File: src/rtl/sonar_sweep_ctrl.sv
// sonar_sweep_ctrl - sweep sequencer for the sonar top level.
// Steps the servo through N_POS positions (wrap or ping-pong order). At each
// position it waits SETTLE cycles, fires a distance measurement with up to
// MAX_RETRY retries on echo timeout, then sends an N_CHARS-character frame
// through the UART transmitter one character at a time.
// Ports:
//   clock          system clock, rising edge
//   reset          asynchronous active-low reset
//   ligar          run enable (level)
//   modo           0 = wrap sweep, 1 = ping-pong sweep
//   pronto_medida  measurement complete pulse
//   pronto_tx      character transmitted pulse
//   medir          start-measurement pulse
//   partida_serial start-transmission pulse for char_idx
//   char_idx       frame character index
//   posicao        current servo position
//   direcao        0 = ascending, 1 = descending
//   falha          frame carries a measurement that exhausted its retries
//   fim_posicao    position finished pulse
//   db_estado      current state code
module sonar_sweep_ctrl #(
    parameter int N_POS     = 8,
    parameter int POS_W     = 3,
    parameter int SETTLE    = 100_000_000,
    parameter int TIMEOUT   = 2_000_000,
    parameter int MAX_RETRY = 2,
    parameter int N_CHARS   = 8,
    parameter int CW        = 3
) (
    input  logic             clock,
    input  logic             reset,
    input  logic             ligar,
    input  logic             modo,
    input  logic             pronto_medida,
    input  logic             pronto_tx,
    output logic             medir,
    output logic             partida_serial,
    output logic [CW-1:0]    char_idx,
    output logic [POS_W-1:0] posicao,
    output logic             direcao,
    output logic             falha,
    output logic             fim_posicao,
    output logic [3:0]       db_estado
);

    localparam int SW = (SETTLE > 1) ? $clog2(SETTLE) : 1;
    localparam int TW = (TIMEOUT > 1) ? $clog2(TIMEOUT) : 1;
    localparam int RW = (MAX_RETRY > 0) ? $clog2(MAX_RETRY + 1) : 1;

    typedef enum logic [2:0] {
        INICIAL        = 3'd0,
        PREPARA        = 3'd1,
        ESPERA_POS     = 3'd2,
        MEDE           = 3'd3,
        AGUARDA_MEDIDA = 3'd4,
        TRANSMITE      = 3'd5,
        AGUARDA_TX     = 3'd6,
        FIM_POSICAO    = 3'd7
    } state_t;

    state_t             state_r;
    state_t             state_next_s;
    logic [SW-1:0]      settle_cnt_r;
    logic [TW-1:0]      tmo_cnt_r;
    logic [RW-1:0]      retry_r;
    logic [CW-1:0]      char_idx_r;
    logic [POS_W-1:0]   posicao_r;
    logic               direcao_r;
    logic               falha_r;
    logic [POS_W-1:0]   pos_next_s;
    logic               dir_next_s;
    logic               medir_s;
    logic               partida_s;
    logic               fim_s;

    logic settle_done_s;
    logic tmo_last_s;
    logic retry_left_s;
    logic char_last_s;
    logic pos_last_s;
    logic pos_first_s;

    assign settle_done_s = (settle_cnt_r == SW'(SETTLE - 1));
    assign tmo_last_s    = (tmo_cnt_r == TW'(TIMEOUT - 1));
    assign retry_left_s  = (retry_r < RW'(MAX_RETRY));
    assign char_last_s   = (char_idx_r == CW'(N_CHARS - 1));
    assign pos_last_s    = (posicao_r == POS_W'(N_POS - 1));
    assign pos_first_s   = (posicao_r == POS_W'(0));

    // State register
    always_ff @(posedge clock or negedge reset) begin
        if (!reset) begin
            state_r <= INICIAL;
        end else begin
            state_r <= state_next_s;
        end
    end

    // Next-state logic; ligar only matters in the idle, settle and end-of-position states
    always_comb begin
        state_next_s = state_r;
        case (state_r)
            INICIAL: begin
                if (ligar) state_next_s = PREPARA;
                else       state_next_s = INICIAL;
            end
            PREPARA: state_next_s = ESPERA_POS;
            ESPERA_POS: begin
                if (!ligar)             state_next_s = INICIAL;
                else if (settle_done_s) state_next_s = MEDE;
                else                    state_next_s = ESPERA_POS;
            end
            MEDE: state_next_s = AGUARDA_MEDIDA;
            AGUARDA_MEDIDA: begin
                // A completed measurement beats a simultaneous timeout
                if (pronto_medida)   state_next_s = TRANSMITE;
                else if (tmo_last_s) state_next_s = retry_left_s ? MEDE : TRANSMITE;
                else                 state_next_s = AGUARDA_MEDIDA;
            end
            TRANSMITE: state_next_s = AGUARDA_TX;
            AGUARDA_TX: begin
                if (pronto_tx) state_next_s = char_last_s ? FIM_POSICAO : TRANSMITE;
                else           state_next_s = AGUARDA_TX;
            end
            FIM_POSICAO: begin
                if (ligar) state_next_s = ESPERA_POS;
                else       state_next_s = INICIAL;
            end
            default: state_next_s = INICIAL;
        endcase
    end

    // Moore pulse decode from the state register
    always_comb begin
        medir_s   = 1'b0;
        partida_s = 1'b0;
        fim_s     = 1'b0;
        case (state_r)
            MEDE:        medir_s   = 1'b1;
            TRANSMITE:   partida_s = 1'b1;
            FIM_POSICAO: fim_s     = 1'b1;
            default:     medir_s   = 1'b0;
        endcase
    end

    // Next servo position; descending only exists in ping-pong mode
    always_comb begin
        pos_next_s = posicao_r;
        dir_next_s = direcao_r;
        if (!modo) begin
            dir_next_s = 1'b0;
            if (pos_last_s) pos_next_s = POS_W'(0);
            else            pos_next_s = posicao_r + POS_W'(1);
        end else if (!direcao_r) begin
            if (pos_last_s) begin
                dir_next_s = 1'b1;
                pos_next_s = posicao_r - POS_W'(1);
            end else begin
                pos_next_s = posicao_r + POS_W'(1);
            end
        end else begin
            if (pos_first_s) begin
                dir_next_s = 1'b0;
                pos_next_s = posicao_r + POS_W'(1);
            end else begin
                pos_next_s = posicao_r - POS_W'(1);
            end
        end
    end

    // Datapath registers: counters, retry, frame index, position and fault flag
    always_ff @(posedge clock or negedge reset) begin
        if (!reset) begin
            settle_cnt_r <= '0;
            tmo_cnt_r    <= '0;
            retry_r      <= '0;
            char_idx_r   <= '0;
            posicao_r    <= '0;
            direcao_r    <= 1'b0;
            falha_r      <= 1'b0;
        end else begin
            case (state_r)
                PREPARA: begin
                    posicao_r    <= '0;
                    direcao_r    <= 1'b0;
                    char_idx_r   <= '0;
                    retry_r      <= '0;
                    settle_cnt_r <= '0;
                    falha_r      <= 1'b0;
                end
                ESPERA_POS: settle_cnt_r <= settle_cnt_r + SW'(1);
                MEDE:       tmo_cnt_r    <= '0;
                AGUARDA_MEDIDA: begin
                    tmo_cnt_r <= tmo_cnt_r + TW'(1);
                    if (pronto_medida) begin
                        falha_r <= 1'b0;
                    end else if (tmo_last_s) begin
                        if (retry_left_s) retry_r <= retry_r + RW'(1);
                        else              falha_r <= 1'b1;
                    end else begin
                        falha_r <= falha_r;
                    end
                end
                AGUARDA_TX: begin
                    if (pronto_tx && !char_last_s) char_idx_r <= char_idx_r + CW'(1);
                    else                           char_idx_r <= char_idx_r;
                end
                FIM_POSICAO: begin
                    // falha was visible for the whole frame and this cycle; drop it now
                    char_idx_r   <= '0;
                    retry_r      <= '0;
                    settle_cnt_r <= '0;
                    falha_r      <= 1'b0;
                    posicao_r    <= pos_next_s;
                    direcao_r    <= dir_next_s;
                end
                default: tmo_cnt_r <= tmo_cnt_r;
            endcase
        end
    end

    assign medir          = medir_s;
    assign partida_serial = partida_s;
    assign fim_posicao    = fim_s;
    assign char_idx       = char_idx_r;
    assign posicao        = posicao_r;
    assign direcao        = direcao_r;
    assign falha          = falha_r;
    assign db_estado      = {1'b0, state_r};

endmodule

File: config.mk
export PLATFORM = sky130hd
export DESIGN_NAME = sonar_sweep_ctrl
export DESIGN_NICKNAME = d
export VERILOG_FILES = /design/src/rtl/sonar_sweep_ctrl.sv
export SDC_FILE = /design/constraint.sdc
export NUM_CORES = 1
export LEC_CHECK = 0
export BUFFER_PORTS_ARGS = -buffer_cell sky130_fd_sc_hd__buf_4
export CAP_MARGIN = 5
export CORE_MARGIN = 1.5
export CORE_UTILIZATION = 50
export CTS_CLUSTER_SIZE = 10
export DETAILED_ROUTE_END_ITERATION = 8
export HOLD_SLACK_MARGIN = 0.06
export PLACE_DENSITY = 0.68
export SLEW_MARGIN = 5
export SYNTH_ARGS = -nofsm -noshare
export SYNTH_HDL_FRONTEND = slang
export SYNTH_SLANG_ARGS = --single-unit
File: constraint.sdc
create_clock -name clock -period 2.3 [get_ports clock]
set_input_delay 0.46 -clock clock [delete_from_list [all_inputs] [get_ports clock]]
set_output_delay 0.46 -clock clock [all_outputs]
set_load 0.01 [all_outputs]
==> impl_metrics.env, run 1 <==
export IMPL_start_util=0.5262
export IMPL_antenna_found_initial=0
export IMPL_reg2reg_slack_ns=0.16
export IMPL_grt_max_degree=62
export IMPL_grt_pass1_vias=2627
export IMPL_synth_warnings=0
export IMPL_crit_path_end_kind="flop"
export IMPL_die_area_um2=7300
export IMPL_p_total_mw=3.531
export IMPL_cts_htree_levels=3
export IMPL_synth_area_top_cells="dfrtp_1, mux2i_1, nand2_1"
export IMPL_syn_avg_cell_area_um2=9.285
export IMPL_start_kind="flop"
export IMPL_dp_hpwl_mm=4.985
export IMPL_wl_per_cell_um=15.14
export IMPL_timing_fmax_mhz=466.4
export IMPL_layout_drive_gt1_share=0.1364
export IMPL_cts_tree="built"
export IMPL_whs_ns=0.1934
export IMPL_synthDistinctLibCells=48
export IMPL_critPathMaxFanout=5
export IMPL_synth_async_reset_ratio=1.000
export IMPL_antenna_left=0
export IMPL_synth_edf_count=0
export IMPL_netlist_area_um2=3398
export IMPL_core_area_um2=6459
export IMPL_drt_first_pass_iters=6
export IMPL_cts_resized_gates=0
export IMPL_insertion_delay_ns=0.33
export IMPL_critPathKind="flop to flop"
export IMPL_syn_nets=380
export IMPL_io_pins=21
export IMPL_row_count=29
export IMPL_die_x_um=85.44
export IMPL_finalNetCount=405
export IMPL_netlist_instances=366
export IMPL_report_final_slew_viol_count=0
export IMPL_cts_setup_buffers=0
export IMPL_drv_cap=0
export IMPL_clkSlewWorstSetupHoldPaths_ns=0.07
export IMPL_p_leak_nw=1.756
export IMPL_setup_violations=0
export IMPL_grt_pass1_wl_mm=12.25
export IMPL_postPlaceCellArea_um2=3657
export IMPL_hp_class="input pin to asynchronous set/reset pin"
export IMPL_gp_congestion=0.7866
export IMPL_final_util=0.6011
export IMPL_place_inst=457
export IMPL_tns_ns=0
export IMPL_synth_top_area_frac=0.4492
export IMPL_layout_min_cycle_time_ns=2.144
export IMPL_rsz0062_at_grt="false"
export IMPL_drc=1
export IMPL_first_iter_violations=146
export IMPL_n_antenna_cell=0
export IMPL_grt_total_usage=0.2131
export IMPL_ys_flop_type="dfrtp_1"
export IMPL_hold_violations=0
export IMPL_slew_headroom=0.4778
export IMPL_cts_buffers_inserted=9
export IMPL_stdcell_count=473
export IMPL_setup_slack_ns=0.1560
export IMPL_yosysSeqAreaShare=0.4492
export IMPL_clock_path_buffers=2
export IMPL_syn_to_final_growth_pct=14.25
export IMPL_cts_hold_buffers=0
export IMPL_routed_wirelength_mm=7.163
export IMPL_fp_dieH_um=85.44
export IMPL_cts_sinks=61
export IMPL_grt_overflow=0
export IMPL_fin_worst_skew_ns=0.007305
export IMPL_synth_largest_area_cell="dfrtp_1"
export IMPL_worst_endpoint_required_ns=2.56
export IMPL_ir_worst_vdd_v=0.0005707
export IMPL_worst_pin_slew_ns=0.7833
export IMPL_via_per_inst=5.911
export IMPL_synth_seq_cells=61
export IMPL_synthTopCellsByCount="dfrtp_1, nand2_1, mux2i_1, nor2_1, a21oi_1"
export IMPL_yosysMostFrequentCell="dfrtp_1"
export IMPL_portBuffers=19
export IMPL_min_period_over_period=0.9322
export IMPL_p_per_area_nw_per_um2=909.5
export IMPL_vias=2796
export IMPL_arrival_ns=2.40
export IMPL_stdcell_area_um2=3882
export IMPL_pre_cts_ws_ns=0.1705
export IMPL_n_fill_cell=561
export IMPL_status="finished with violations"
export IMPL_violations="design-rule violations"
export IMPL_cts_root_buf="clkbuf_8"
-- area by class of cell --
type	count	area [um2]	share of cell area
multi-input combinational	272	1742	0.4486
sequential	61	1526	0.3932
timing repair buffer	31	232.7	0.05994
clock buffer	12	155.1	0.03996
tap	77	96.34	0.02481
clock inverter	4	70.07	0.01805
inverter	16	60.06	0.01547
-- placed cells by master, fill, tap and decap left out, types with 7 or more instances in the layout --
| cell type | n |
|---|---|
| dfrtp_1 | 61 |
| nand2_1 | 43 |
| buf_4 | 31 |
| nor2_1 | 21 |
| mux2i_1 | 21 |
| a21oi_1 | 19 |
| nand3_1 | 17 |
| inv_1 | 16 |
| nand4_1 | 16 |
| o21ai_0 | 16 |
| clkbuf_8 | 11 |
| o31ai_1 | 8 |
| ha_1 | 8 |
| or3_1 | 7 |
| or4_1 | 7 |
-- power by group --
group | internal, mW | total [mW] | switching, mW
clock | 0.667 | 1.09 | 0.421
sequential | 1.19 | 1.32 | 0.136
combinational | 0.466 | 1.12 | 0.654
-- per-layer routing --
metal / GRT usage / vias to the layer above / wire length [um]
li1: - / 1394 / -
met1: 0.3166 / 1342 / 3725
met2: 0.3057 / 53 / 3062
met3: 0.04961 / 7 / 303
met4: 0.07331 / 0 / 71
met5: 0 / - / 0
-- sequential cells by signal, summed over array words and instances (netlist names) --
signal and flops:
falha 1, state_r 3, direcao 1, posicao 3, retry_r 2, tmo_cnt_r 21
char_idx 3, settle_cnt_r 27
-- cell families after synthesis --
logic type,share of synthesized area
multiplexers,0.06848
other,0.001104
flip-flops,0.4492
AO/OA/AOI/OAI,0.1355
adder cells (fa/ha/maj),0.02946
buffers and inverters,0.03829
XOR/XNOR,0.02577
AND/OR/NAND/NOR,0.2522
-- worst max-delay path, cell delays in order, from the launching register on --
cell	delay, ns
dfrtp_1	0.40
ha_1	0.23
nand4_1	0.20
or4_4	0.57
or4_1	0.52
a21oi_1	0.15
-- path summary, 6_finish.rpt --
path | startpoint | end | depth (start not counted)
max | tmo_cnt_r[0]$_DFFE_PN0P_ | retry_r[0]$_DFFE_PN0P_ | 5
min | reset | tmo_cnt_r[3]$_DFFE_PN0P_ | 1
max reg2reg | tmo_cnt_r[0]$_DFFE_PN0P_ | retry_r[0]$_DFFE_PN0P_ | 5
min reg2reg | settle_cnt_r[26]$_DFFE_PN0P_ | settle_cnt_r[26]$_DFFE_PN0P_ | 1
max in group asynchronous | reset | settle_cnt_r[4]$_DFFE_PN0P_ | 1
min in group clock | pronto_medida | falha$_DFFE_PN0P_ | 2
Power figures use the tool's default switching activity.
==> run 2, diff against run 1 <==
--- a/config.mk
+++ b/config.mk
@@ -6,14 +6,14 @@
 export NUM_CORES = 1
 export LEC_CHECK = 0
 export BUFFER_PORTS_ARGS = -buffer_cell sky130_fd_sc_hd__buf_4
-export CAP_MARGIN = 5
+export CAP_MARGIN = 20
 export CORE_MARGIN = 1.5
 export CORE_UTILIZATION = 50
+export CTS_BUF_LIST = sky130_fd_sc_hd__clkbuf_16
 export CTS_CLUSTER_SIZE = 10
 export DETAILED_ROUTE_END_ITERATION = 8
 export HOLD_SLACK_MARGIN = 0.06
 export PLACE_DENSITY = 0.68
-export SLEW_MARGIN = 5
 export SYNTH_ARGS = -nofsm -noshare
 export SYNTH_HDL_FRONTEND = slang
 export SYNTH_SLANG_ARGS = --single-unit
==> run 2 against run 1 <==
- global-route usage is 0.058 points lower
- setup slack worse by 0.012 ns
- the flow still finishes with violations (design-rule violations)
- highest routed layer unchanged
- combinational power is essentially flat
- largest power group is now the clock network
- die area unchanged
- critical path type unchanged
- wire length rose by 1.6%
- first-iteration DRC count increased by 14%
- register-to-register slack about the same
- power is 8.6% higher
- core utilization increased by 1.3 points
- sequential cell count unchanged
- hold slack better by 0.0099 ns
- final cell count stayed put
==> impl_metrics.env, run 2 (synthesis gave the netlist of run 1 again) <==
export IMPL_cts_hold_buffers=0
export IMPL_whs_ns=0.2033
export IMPL_drt_first_pass_iters=6
export IMPL_cts_setup_buffers=0
export IMPL_row_count=29
export IMPL_antenna_left=0
export IMPL_antenna_found_initial=0
export IMPL_die_x_um=85.44
export IMPL_ir_worst_vdd_v=0.0004436
export IMPL_r2r_start="tmo_cnt_r[0]$_DFFE_PN0P_"
export IMPL_syn_to_final_growth_pct=16.64
export IMPL_vias=2820
export IMPL_setup_slack_ns=0.1437
export IMPL_setup_violations=0
export IMPL_stdcell_area_um2=3964
export IMPL_cts_buffers_inserted=9
export IMPL_fin_worst_skew_ns=0.006566
export IMPL_start_kind="flop"
export IMPL_reg2reg_depth=5
export IMPL_top_register="settle_cnt_r"
export IMPL_rsz0062_at_grt="false"
export IMPL_reg2reg_slack_ns=0.14
export IMPL_first_iter_violations=167
export IMPL_cts_resized_gates=0
export IMPL_fp_dieH_um=85.44
export IMPL_crit_path_end="retry_r[0]$_DFFE_PN0P_"
export IMPL_tns_ns=0
export IMPL_dp_hpwl_mm=4.985
export IMPL_hp_class="input pin to asynchronous set/reset pin"
export IMPL_clock_path_buffers=2
export IMPL_clkSlewWorstSetupHoldPaths_ns=0.05
export IMPL_start_util=0.5262
export IMPL_grt_total_usage=0.2125
export IMPL_drc=1
export IMPL_p_per_area_nw_per_um2=967.8
export IMPL_p_leak_nw=1.795
export IMPL_critPathKind="flop to flop"
export IMPL_finalNetCount=405
export IMPL_crit_path_end_kind="flop"
export IMPL_slowest_stage="or4_4"
export IMPL_report_final_slew_viol_count=0
export IMPL_postPlaceCellArea_um2=3657
export IMPL_largest_reg_flops=27
export IMPL_via_per_inst=5.962
export IMPL_n_fill_cell=552
export IMPL_cts_root_buf="clkbuf_16"
export IMPL_grt_max_degree=62
export IMPL_slew_headroom=0.4744
export IMPL_core_area_um2=6459
export IMPL_grt_overflow=0
export IMPL_final_common_cell="dfrtp_1"
export IMPL_stdcell_count=473
export IMPL_cts_htree_levels=3
export IMPL_wl_per_cell_um=15.38
export IMPL_place_inst=457
export IMPL_p_total_mw=3.836
export IMPL_worst_endpoint_required_ns=2.54
export IMPL_final_cell_mix="dfrtp_1, nand2_1, buf_4"
export IMPL_worst_pin_slew_ns=0.7885
export IMPL_status="finished with violations"
export IMPL_grt_pass1_vias=2604
export IMPL_arrival_ns=2.40
export IMPL_routed_wirelength_mm=7.275
export IMPL_hold_violations=0
export IMPL_n_antenna_cell=0
export IMPL_portBuffers=19
export IMPL_seqCellArea_um2=1526
export IMPL_reg_top3="settle_cnt_r x27, tmo_cnt_r x21"
export IMPL_timing_fmax_mhz=463.8
export IMPL_min_period_over_period=0.9375
export IMPL_violations="design-rule violations"
export IMPL_reg2reg_to="retry_r[0]$_DFFE_PN0P_"
export IMPL_path_cells="ha_1 -> nand4_1 -> or4_4 -> or4_1 -> a21oi_1"
export IMPL_pre_cts_ws_ns=0.1705
export IMPL_drv_cap=0
export IMPL_io_pins=21
export IMPL_multi_input_area_um2=1742
export IMPL_die_area_um2=7300
export IMPL_slowest_delay_ns=0.57
export IMPL_grt_pass1_wl_mm=12.28
export IMPL_insertion_delay_ns=0.32
export IMPL_cp_startpoint="tmo_cnt_r[0]$_DFFE_PN0P_"
export IMPL_gp_congestion=0.7866
export IMPL_layout_min_cycle_time_ns=2.156
export IMPL_layout_drive_gt1_share=0.1313
export IMPL_cts_tree="built"
export IMPL_cts_sinks=61
export IMPL_critPathMaxFanout=5
export IMPL_final_util=0.6137
==> run 2: area by class of cell <==
cell class	instances	area share
timing repair buffer	31	0.05871
tap	77	0.02431
multi-input combinational	272	0.4394
clock buffer	9	0.05682
inverter	16	0.01515
clock inverter	7	0.02052
sequential	61	0.3851
==> run 2: per-layer routing <==
layer  up-vias  part of all wire  track usage
li1       1405                 -            -
met4         0            0.0093      0.06012
met2        63              0.43       0.3042
met1      1345              0.51       0.3199
met5         -                 0            0
met3         7             0.044      0.05253
==> run 2: where the power goes <==
part | switching [mW] | internal [mW]
clock | 0.454 | 0.932
combinational | 0.657 | 0.466
sequential | 0.139 | 1.19
==> run 2: how the worst min path moves through the flow <==
stage	start	end	cells after the start
4_1_cts	reset	settle_cnt_r[22]$_DFFE_PN0P_	1
3_3_place_gp	settle_cnt_r[26]$_DFFE_PN0P_	settle_cnt_r[26]$_DFFE_PN0P_	1
3_5_place_dp	settle_cnt_r[26]$_DFFE_PN0P_	settle_cnt_r[26]$_DFFE_PN0P_	1
2_1_floorplan	reset	char_idx[0]$_DFFE_PN0P_	0
6_report	reset	tmo_cnt_r[2]$_DFFE_PN0P_	1
5_1_grt	reset	tmo_cnt_r[3]$_DFFE_PN0P_	1
==> run 2: critical path: cells and delay by family, from the launching register on <==
kind,cells,cell delay [ns]
AND/OR/NAND/NOR,3,1.29
AO/OA/AOI/OAI,1,0.15
adder cells (fa/ha/maj),1,0.24
flip-flops,1,0.41
